==> src/rtl/hazard_ctrl_if.sv <==
// hazard_ctrl_if: pipeline-to-hazard-controller signal bundle.
// The pipeline side drives stage register fields; the controller side returns stall/flush/forward controls.
interface hazard_ctrl_if;
    logic [4:0]  id_rs1, id_rs2;
    logic [4:0]  ex_rs1, ex_rs2, ex_rd;
    logic        ex_regwrite;
    logic [1:0]  ex_result_src;
    logic        ex_pc_src;
    logic [4:0]  mem_rd, wb_rd;
    logic        mem_regwrite, wb_regwrite;
    logic        dmem_req, dmem_ack;
    logic        stall_f, stall_d, stall_e, stall_m;
    logic        flush_d, flush_e, flush_w;
    logic [1:0]  fwd_a_e, fwd_b_e;
    logic        mem_err;
    logic [15:0] stall_cycles;

    modport master (
        output id_rs1, id_rs2, ex_rs1, ex_rs2, ex_rd, ex_regwrite, ex_result_src, ex_pc_src,
               mem_rd, wb_rd, mem_regwrite, wb_regwrite, dmem_req, dmem_ack,
        input  stall_f, stall_d, stall_e, stall_m, flush_d, flush_e, flush_w,
               fwd_a_e, fwd_b_e, mem_err, stall_cycles
    );

    modport slave (
        input  id_rs1, id_rs2, ex_rs1, ex_rs2, ex_rd, ex_regwrite, ex_result_src, ex_pc_src,
               mem_rd, wb_rd, mem_regwrite, wb_regwrite, dmem_req, dmem_ack,
        output stall_f, stall_d, stall_e, stall_m, flush_d, flush_e, flush_w,
               fwd_a_e, fwd_b_e, mem_err, stall_cycles
    );
endinterface

==> src/rtl/hazard_ctrl.sv <==
// hazard_ctrl: 5-stage pipeline hazard controller (load-use, branch flush, dmem wait/timeout,
// post-reset flush, forwarding selects, saturating stall-cycle counter).
module hazard_ctrl #(
    parameter int INIT_CYCLES = 3,
    parameter int MEM_TIMEOUT = 255
) (
    input logic          clk,
    input logic          reset,
    hazard_ctrl_if.slave hz
);
    typedef enum logic [1:0] {INIT, RUN, MWAIT} state_t;

    state_t      state_q, state_d;
    logic [7:0]  cnt_q, cnt_d, wait_n;
    logic        err_q, err_d, blk_q, blk_d;
    logic [15:0] sc_q, sc_d;
    logic        run, mw, lw;

    always_ff @(posedge clk or negedge reset)
        if (!reset) begin
            state_q <= INIT;
            cnt_q   <= 8'(INIT_CYCLES - 1);
            err_q   <= 1'b0;
            blk_q   <= 1'b0;
            sc_q    <= 16'd0;
        end else begin
            state_q <= state_d;
            cnt_q   <= cnt_d;
            err_q   <= err_d;
            blk_q   <= blk_d;
            sc_q    <= sc_d;
        end

    always_comb begin
        run     = state_q != INIT;
        // blk_q masks a still-high request after a timeout until it has dropped for a cycle
        mw      = run && hz.dmem_req && !hz.dmem_ack && !blk_q;
        lw      = hz.ex_result_src == 2'b01 && hz.ex_regwrite && hz.ex_rd != 5'd0 &&
                  (hz.ex_rd == hz.id_rs1 || hz.ex_rd == hz.id_rs2);
        wait_n  = state_q == MWAIT ? cnt_q + 8'd1 : 8'd1;
        state_d = state_q;
        cnt_d   = cnt_q;
        err_d   = err_q;
        blk_d   = blk_q && hz.dmem_req;
        hz.stall_f = 1'b0;
        hz.stall_d = 1'b0;
        hz.stall_e = 1'b0;
        hz.stall_m = 1'b0;
        hz.flush_d = 1'b0;
        hz.flush_e = 1'b0;
        hz.flush_w = 1'b0;
        hz.fwd_a_e = !run ? 2'b00 :
                     (hz.mem_regwrite && hz.mem_rd != 5'd0 && hz.mem_rd == hz.ex_rs1) ? 2'b10 :
                     (hz.wb_regwrite && hz.wb_rd != 5'd0 && hz.wb_rd == hz.ex_rs1) ? 2'b01 : 2'b00;
        hz.fwd_b_e = !run ? 2'b00 :
                     (hz.mem_regwrite && hz.mem_rd != 5'd0 && hz.mem_rd == hz.ex_rs2) ? 2'b10 :
                     (hz.wb_regwrite && hz.wb_rd != 5'd0 && hz.wb_rd == hz.ex_rs2) ? 2'b01 : 2'b00;
        if (!run) begin
            hz.stall_f = 1'b1;
            hz.flush_d = 1'b1;
            hz.flush_e = 1'b1;
            hz.flush_w = 1'b1;
            cnt_d      = cnt_q - 8'd1;
            state_d    = cnt_q == 8'd0 ? RUN : INIT;
        end else if (mw) begin
            hz.stall_f = 1'b1;
            hz.stall_d = 1'b1;
            hz.stall_e = 1'b1;
            hz.stall_m = 1'b1;
            hz.flush_w = 1'b1;
            cnt_d      = wait_n;
            state_d    = MWAIT;
            if (wait_n == 8'(MEM_TIMEOUT)) begin
                err_d   = 1'b1;
                blk_d   = 1'b1;
                state_d = RUN;
            end
        end else begin
            hz.stall_f = lw && !hz.ex_pc_src;
            hz.stall_d = lw && !hz.ex_pc_src;
            hz.flush_d = hz.ex_pc_src;
            hz.flush_e = lw || hz.ex_pc_src;
            state_d    = RUN;
        end
        sc_d = (hz.stall_f && sc_q != 16'hFFFF) ? sc_q + 16'd1 : sc_q;
    end

    assign hz.mem_err      = err_q;
    assign hz.stall_cycles = sc_q;
endmodule

==> src/flat_wrapper.sv <==
// flat-port wrapper written by rule: the top's interface ports become plain ports
module hazard_ctrl_flat 
#(
    parameter int INIT_CYCLES = 3,
    parameter int MEM_TIMEOUT = 255
)
  (clk, reset, hz_id_rs1, hz_id_rs2, hz_ex_rs1, hz_ex_rs2, hz_ex_rd, hz_ex_regwrite, hz_ex_result_src, hz_ex_pc_src, hz_mem_rd, hz_wb_rd, hz_mem_regwrite, hz_wb_regwrite, hz_dmem_req, hz_dmem_ack, hz_stall_f, hz_stall_d, hz_stall_e, hz_stall_m, hz_flush_d, hz_flush_e, hz_flush_w, hz_fwd_a_e, hz_fwd_b_e, hz_mem_err, hz_stall_cycles);
  hazard_ctrl_if hz_i ();
  input logic clk;
  input logic reset;
  input wire logic [$bits(hz_i.id_rs1)-1:0] hz_id_rs1;
  input wire logic [$bits(hz_i.id_rs2)-1:0] hz_id_rs2;
  input wire logic [$bits(hz_i.ex_rs1)-1:0] hz_ex_rs1;
  input wire logic [$bits(hz_i.ex_rs2)-1:0] hz_ex_rs2;
  input wire logic [$bits(hz_i.ex_rd)-1:0] hz_ex_rd;
  input wire logic [$bits(hz_i.ex_regwrite)-1:0] hz_ex_regwrite;
  input wire logic [$bits(hz_i.ex_result_src)-1:0] hz_ex_result_src;
  input wire logic [$bits(hz_i.ex_pc_src)-1:0] hz_ex_pc_src;
  input wire logic [$bits(hz_i.mem_rd)-1:0] hz_mem_rd;
  input wire logic [$bits(hz_i.wb_rd)-1:0] hz_wb_rd;
  input wire logic [$bits(hz_i.mem_regwrite)-1:0] hz_mem_regwrite;
  input wire logic [$bits(hz_i.wb_regwrite)-1:0] hz_wb_regwrite;
  input wire logic [$bits(hz_i.dmem_req)-1:0] hz_dmem_req;
  input wire logic [$bits(hz_i.dmem_ack)-1:0] hz_dmem_ack;
  output wire logic [$bits(hz_i.stall_f)-1:0] hz_stall_f;
  output wire logic [$bits(hz_i.stall_d)-1:0] hz_stall_d;
  output wire logic [$bits(hz_i.stall_e)-1:0] hz_stall_e;
  output wire logic [$bits(hz_i.stall_m)-1:0] hz_stall_m;
  output wire logic [$bits(hz_i.flush_d)-1:0] hz_flush_d;
  output wire logic [$bits(hz_i.flush_e)-1:0] hz_flush_e;
  output wire logic [$bits(hz_i.flush_w)-1:0] hz_flush_w;
  output wire logic [$bits(hz_i.fwd_a_e)-1:0] hz_fwd_a_e;
  output wire logic [$bits(hz_i.fwd_b_e)-1:0] hz_fwd_b_e;
  output wire logic [$bits(hz_i.mem_err)-1:0] hz_mem_err;
  output wire logic [$bits(hz_i.stall_cycles)-1:0] hz_stall_cycles;
  assign hz_i.id_rs1 = hz_id_rs1;
  assign hz_i.id_rs2 = hz_id_rs2;
  assign hz_i.ex_rs1 = hz_ex_rs1;
  assign hz_i.ex_rs2 = hz_ex_rs2;
  assign hz_i.ex_rd = hz_ex_rd;
  assign hz_i.ex_regwrite = hz_ex_regwrite;
  assign hz_i.ex_result_src = hz_ex_result_src;
  assign hz_i.ex_pc_src = hz_ex_pc_src;
  assign hz_i.mem_rd = hz_mem_rd;
  assign hz_i.wb_rd = hz_wb_rd;
  assign hz_i.mem_regwrite = hz_mem_regwrite;
  assign hz_i.wb_regwrite = hz_wb_regwrite;
  assign hz_i.dmem_req = hz_dmem_req;
  assign hz_i.dmem_ack = hz_dmem_ack;
  assign hz_stall_f = hz_i.stall_f;
  assign hz_stall_d = hz_i.stall_d;
  assign hz_stall_e = hz_i.stall_e;
  assign hz_stall_m = hz_i.stall_m;
  assign hz_flush_d = hz_i.flush_d;
  assign hz_flush_e = hz_i.flush_e;
  assign hz_flush_w = hz_i.flush_w;
  assign hz_fwd_a_e = hz_i.fwd_a_e;
  assign hz_fwd_b_e = hz_i.fwd_b_e;
  assign hz_mem_err = hz_i.mem_err;
  assign hz_stall_cycles = hz_i.stall_cycles;
  hazard_ctrl #(.INIT_CYCLES(INIT_CYCLES), .MEM_TIMEOUT(MEM_TIMEOUT)) u_core (.clk(clk), .reset(reset), .hz(hz_i));
endmodule
==> config.mk <==
export PLATFORM = sky130hd
export DESIGN_NAME = hazard_ctrl_flat
export DESIGN_NICKNAME = d
export VERILOG_FILES = /design/src/rtl/hazard_ctrl_if.sv /design/src/rtl/hazard_ctrl.sv /design/src/flat_wrapper.sv
export SDC_FILE = /design/constraint.sdc
export NUM_CORES = 1
export LEC_CHECK = 0
export CORE_UTILIZATION = 30
export DETAILED_ROUTE_END_ITERATION = 16
export PLACE_DENSITY = 0.61
export SYNTH_ARGS = -nofsm -noshare
export SYNTH_HDL_FRONTEND = slang
export SYNTH_SLANG_ARGS = --single-unit
export TNS_END_PERCENT = 20
==> constraint.sdc <==
create_clock -name clk -period 2.45 [get_ports clk]
set_input_delay 0.245 -clock clk [delete_from_list [all_inputs] [get_ports clk]]
set_output_delay 0.245 -clock clk [all_outputs]
set_load 0.05 [all_outputs]
==> metrics.txt, run 1 <==
TritonCTS clock tree built; H-tree depth 1; critical path fanouts, max 3; DRT iter0 DRCs 140; final wirelength 5460 um; Critical Path Sink Type output port; Wirelength per Cell 13.6 um; vias in the first global route 2006; minimum clock period after layout 2360 ps; via density per instance 5.10; I/O pins 73; antenna violations before repair 0; max-cap violations 0; Syn. warnings 0; instance count of the mapped netlist 238; largest net degree at the start of global routing 29; commonest non-fill, non-tap cell in the layout clkdlybuf4s50_1; CTS root buf clkbuf_8; Row Count 30; Worst path max stage delay 570 ps; drc violations 0; Vias 2046; Mapped Avg Cell Area 8.82 um2; unrepaired setup endpoints after global routing no; Leakage 1.25 nW; Max-slew headroom 66.8%; family with the most delay on the worst path simple AND/OR/NAND/NOR gates; syn nets 287; #FFs+latches synth 28; crit start category primary input; critical path class primary input to output port; Final Util 46.5%; final setup violation count 0; Crit path required time 2200 ps; Post-synth EDFFs 0; period utilization 96.3%; Post-Syn Area 2100 um2; setup repair bufs after CTS 0; Post-DP HPWL 4300 um; Synth-to-Final Area Change 49.6%; Detail Route Antenna Nets 0; unique cell type count in the Yosys netlist 49; Port Buffers 72; Max Freq 0.424 GHz; Initial Util 31.1%; Final Hold Viols 0; nets 371; P per Cell Area 838 nW/um2; Hold WC Path Type primary input to asynchronous set/reset pin; Total GRT Usage 15.5%; crit path DAT 2110 ps; Routability Congestion 0.874; run status finished clean; Core Region 6760 um2; number of iterations in the first detailed-routing pass 4; share of layout cells above drive strength 1 15.0%; Clock Path Buffers 2; clk slew on worst S/H paths 100 ps; Worst-Skew Late Latency 280 ps; Primary FF master, synth dfrtp_1; Slowest-stage cell, CP or4_4; dpl ws 57.3 ps; WP buf/inv 2; fin. max-slew vios 0; Final Skew 4.68 ps; die area 7330 um2; Post-synth ARST share 100%; global route overflow 0; cts bufs inserted 3; Die Span Y 85.6 um; first-pass GRT wire length 9200 um; most frequent cells in the layout 60 x clkdlybuf4s50_1, 27 x xnor2_1, 27 x dfrtp_1; die width 85.6 um; Worst Max-Slew Pin Slew 497 ps; Worst VDD drop 0.000441 V; setup slack after layout 90.5 ps; Seq/Total Area, Yosys 33.5%; cells along the critical path clkdlybuf4s50_1, or4_1, o211ai_1, or4_4, nor4_4, buf_12; Antenna diodes 0; clock sink count 28; filler cell count 654
[metal layers]
metal | vias to the layer above | global-route usage (%) | share of wire (%)
li1 | 1014 | - | -
met1 | 939 | 21.2 | 46
met2 | 89 | 25.4 | 47
met3 | 4 | 1.83 | 6.3
met4 | 0 | 5.15 | 0.93
met5 | - | 0 | 0
[synthesized netlist by cell type (2+ instances only)]
| cell | number | area (um2) |
|---|---|---|
| a21oi_1 | 7 | 35.0 |
| and3_1 | 11 | 68.8 |
| buf_2 | 3 | 15.0 |
| buf_6 | 2 | 22.5 |
| clkbuf_1 | 3 | 11.3 |
| dfrtp_1 | 27 | 676 |
| ha_1 | 4 | 50.1 |
| inv_1 | 5 | 18.8 |
| mux2_2 | 2 | 22.5 |
| nand2_1 | 17 | 63.8 |
| nand2b_1 | 3 | 18.8 |
| nand3_1 | 23 | 115 |
| nand4_1 | 7 | 43.8 |
| nand4b_1 | 2 | 17.5 |
| nor2_1 | 13 | 48.8 |
| nor2b_1 | 3 | 18.8 |
| nor3_1 | 9 | 45.0 |
| nor4_1 | 4 | 25.0 |
| o211ai_1 | 2 | 15.0 |
| o21ai_0 | 6 | 30.0 |
| o22ai_1 | 2 | 12.5 |
| o311ai_0 | 2 | 17.5 |
| o31ai_1 | 2 | 15.0 |
| or2_2 | 2 | 12.5 |
| or4_1 | 6 | 45.0 |
| xnor2_1 | 27 | 236 |
| xor2_1 | 22 | 193 |
[through the flow]
step	power [W]	instances	hold WS [ps]	setup TNS [ps]	cell area, um2
after floorplan	0.00169	238	-50.6	-507	2100
after global placement	0.00224	397	452	0	3040
after detailed placement	0.00226	397	458	0	3040
after CTS	0.00264	401	353	0	3110
after global routing	0.00280	401	375	0	3140
final	0.00263	401	344	0	3140
[registers in the layout (all words and copies together), names as in the netlist]
signal and flops:
u_core.hz.mem_err 1, u_core.hz.stall_cycles 16, u_core.cnt_q 8, u_core.state_q 2, u_core.blk_q 1
[what timing repair did]
item,4_1_cts,5_1_grt
setup endpoints to repair,0,3
hold buffers,0,0
gates resized for setup,0,6
[worst paths after layout]
kind	from	end	slack [ps]	cells after the start
worst min-delay path	reset	u_core.hz.stall_cycles[6]	340	2
min in group clk	u_core.hz.mem_err	u_core.hz.mem_err	480	1
max in group asynchronous	reset	u_core.cnt_q[1]	1790	2
worst max register to register	u_core.cnt_q[1]	u_core.hz.mem_err	440	6
worst max-delay path	hz_wb_rd[3]	hz_fwd_a_e[0]	90	6
worst min register to register	u_core.hz.mem_err	u_core.hz.mem_err	480	1
[where the power goes]
part	internal (W)	switching (W)	total (W)
sequential	0.000588	0.000187	0.000775
combinational	0.000652	0.000835	0.00149
clock	0.000219	0.000151	0.000370
[cell families after synthesis]
family | Yosys count | share of synthesized area [%]
adders and majority gates | 4 | 2.39
DFF | 28 | 33.5
AOI/OAI and AO/OA | 31 | 10.5
buffers and inverters | 16 | 3.99
muxes | 2 | 1.07
xor gates and xnor gates | 49 | 20.5
and+or+nand+nor | 108 | 28.1
[cell type report]
| type | count | area [um2] | area share [%] |
|---|---|---|---|
| multi-input cells | 194 | 1350 | 42.8 |
| clock buffers | 3 | 41.3 | 1.32 |
| well taps | 80 | 100 | 3.19 |
| inverters | 6 | 22.5 | 0.717 |
| flip-flops and latches | 28 | 702 | 22.4 |
| repair buffers | 89 | 898 | 28.6 |
| clock inverters | 1 | 30.0 | 0.957 |
Power figures use the tool's default switching activity.
==> run 2, diff against run 1 <==
--- a/config.mk
+++ b/config.mk
@@ -6,6 +6,8 @@
 export NUM_CORES = 1
 export LEC_CHECK = 0
 export CORE_UTILIZATION = 30
+export CTS_CLUSTER_DIAMETER = 60
+export CTS_CLUSTER_SIZE = 16
 export DETAILED_ROUTE_END_ITERATION = 16
 export PLACE_DENSITY = 0.61
 export SYNTH_ARGS = -nofsm -noshare
==> results of run 2 <==
The final DEF is identical to that of run 1; final timing and power are the same.
==> RTL edit (settings of run 1) <==
Encoding of `state_t`: now one-hot (3 bits for 3 states).
--- a/src/rtl/hazard_ctrl.sv
+++ b/src/rtl/hazard_ctrl.sv
@@ -8,7 +8,7 @@
     input logic          reset,
     hazard_ctrl_if.slave hz
 );
-    typedef enum logic [1:0] {INIT, RUN, MWAIT} state_t;
+    typedef enum logic [2:0] {INIT = 3'b001, RUN = 3'b010, MWAIT = 3'b100} state_t;
 
     state_t      state_q, state_d;
     logic [7:0]  cnt_q, cnt_d, wait_n;
Behaviour: no difference found for any inputs over 10 cycles, from zero or initial values and one cycle with reset low; not proved beyond that.
==> RTL edit against run 1 <==
Critical path depth did not move; final area rose by 1.0%; count of clock-buffer cells in the layout increased by 3; worst setup slack improved by 0.026 ns; wire length is 3.6% lower; sequential cell count increased by 1; synthesized area grew 1.3%; critical path type unchanged; largest cell class unchanged.
Power is not compared: it rests on default switching activity, and its combinational part moved more than twofold at a synthesized area within 25%.
==> RTL edit: results (changes against run 1) <==
Data buffer area share 27.85% (was 28.62%); slowest CP cell or4_1 (was or4_4); critical path's top delay family simple AND/OR/NAND/NOR gates (unchanged); initial DRC count 88 (was 140); FFs w/ async S/R, synth 100.0% (unchanged); clock transition at the registers of the reported paths 0.07 ns (was 0.10 ns); syn_nets 284 (was 287); DP HPWL 4.180 mm (was 4.299 mm); slew margin rel. 65.97% (was 66.76%); Signal inverters 4 (was 6); CTS root buf clkbuf_8 (unchanged); status finished clean (unchanged); initial antenna violation count 0 (unchanged); nets 367 (was 371); DP Worst Slack 0.01794 ns (was 0.05730 ns); fraction of area in multi-input gates 42.33% (was 42.85%); post-CTS resize count 0 (unchanged); cell count after synthesis 235 (was 238); Synth top cells by count nand2_1 (28), xnor2_1 (28), dfrtp_1 (27), xor2_1 (22), nor2_1 (16) (was dfrtp_1 (27), xnor2_1 (27), nand3_1 (23), xor2_1 (22), nand2_1 (17)); layout clock buffer count 6 (was 3); Avg WL per Cell 12.68 µm (was 13.61 µm); number of global-route vias before repair 2024 (was 2006); final wirelength 5.262 mm (was 5.458 mm); gr usage total 15.49% (was 15.48%); # fillers 689 (was 654); Vias per Instance 4.829 (was 5.102); max reg flops 16 (unchanged); sequential fraction of the synthesis area 34.28% (was 33.45%); H-Tree Depth 2 (was 1); Layout clock area frac 2.604% (was 2.272%); Seq area share 22.96% (was 22.36%); register area 728.2 µm² (was 701.9 µm²); ratio of cells with drive above 1 in the final layout 15.05% (was 14.95%); synth unique cells 47 (was 49); first-pass GRT wire length 9.149 mm (was 9.197 mm); postcts setup bufs 0 (unchanged); Sink Count 29 (was 28); number of cells after detailed placement 407 (was 397); largest net degree at the start of global routing 30 (was 29); placer congestion estimate 0.7449 (was 0.8743); Buffers, non-clock 84 (was 89); Synth area leaders dfrtp_1 (32%), xnor2_1 (12%), xor2_1 (9.1%) (was dfrtp_1 (32%), xnor2_1 (11%), xor2_1 (9.2%)); TritonCTS Buffers 5 (was 3); clk_skew 0.009183 ns (was 0.004679 ns); peak supply drop 210.9 µV
RTL edit: stage by stage:
stage,power (W),hold slack (ns),util (%),instance area [µm²]
2_1_floorplan,0.001044,-0.05059,-,2131
3_3_place_gp,0.001326,0.4819,45.13,3083
3_5_place_dp,0.001334,0.4769,45.13,3083
4_1_cts,0.001730,0.3550,46.34,3166
5_1_grt,0.001822,0.3764,46.43,3172
6_report,0.001709,0.3345,46.43,3172
RTL edit: path summary, 6_finish.rpt:
kind                            slack (ns)                       start  cells after the start                    endpoint
worst max-delay path                  0.12                hz_mem_rd[0]                      6               hz_fwd_a_e[0]
worst min-delay path                  0.33                       reset                      2  u_core.hz.stall_cycles[15]
worst max register to register        0.38           u_core.state_q[0]                      7             u_core.cnt_q[5]
worst min register to register        0.49  u_core.hz.stall_cycles[14]                      1  u_core.hz.stall_cycles[14]
max in group asynchronous             1.79                       reset                      2           u_core.state_q[0]
min in group clk                      0.49  u_core.hz.stall_cycles[14]                      1  u_core.hz.stall_cycles[14]
RTL edit: worst reg2reg max path, stage by stage (launching register included):
cell and delay, ns:
dfstp_2 0.53, or3b_4 0.41, buf_4 0.17, nor4_4 0.23, nand2_1 0.12, mux2i_1 0.14
o21a_1 0.18, o22a_1 0.18
RTL edit: kinds of logic after synthesis:
logic type / count (synthesis) / synth area share, %
muxes: 3 / 1.472
xor gates and xnor gates: 50 / 20.61
and+or+nand+nor: 108 / 28.98
buffers and inverters: 12 / 3.121
DFF: 29 / 34.28
AOI/OAI and AO/OA: 29 / 9.187
adders and majority gates: 4 / 2.356
RTL edit: per-layer routing:
metal,track usage (%),share of wire (%)
met3,4.235,6.4
met2,26.05,50
met1,19.12,43
met5,0,0
met4,5.152,0.97
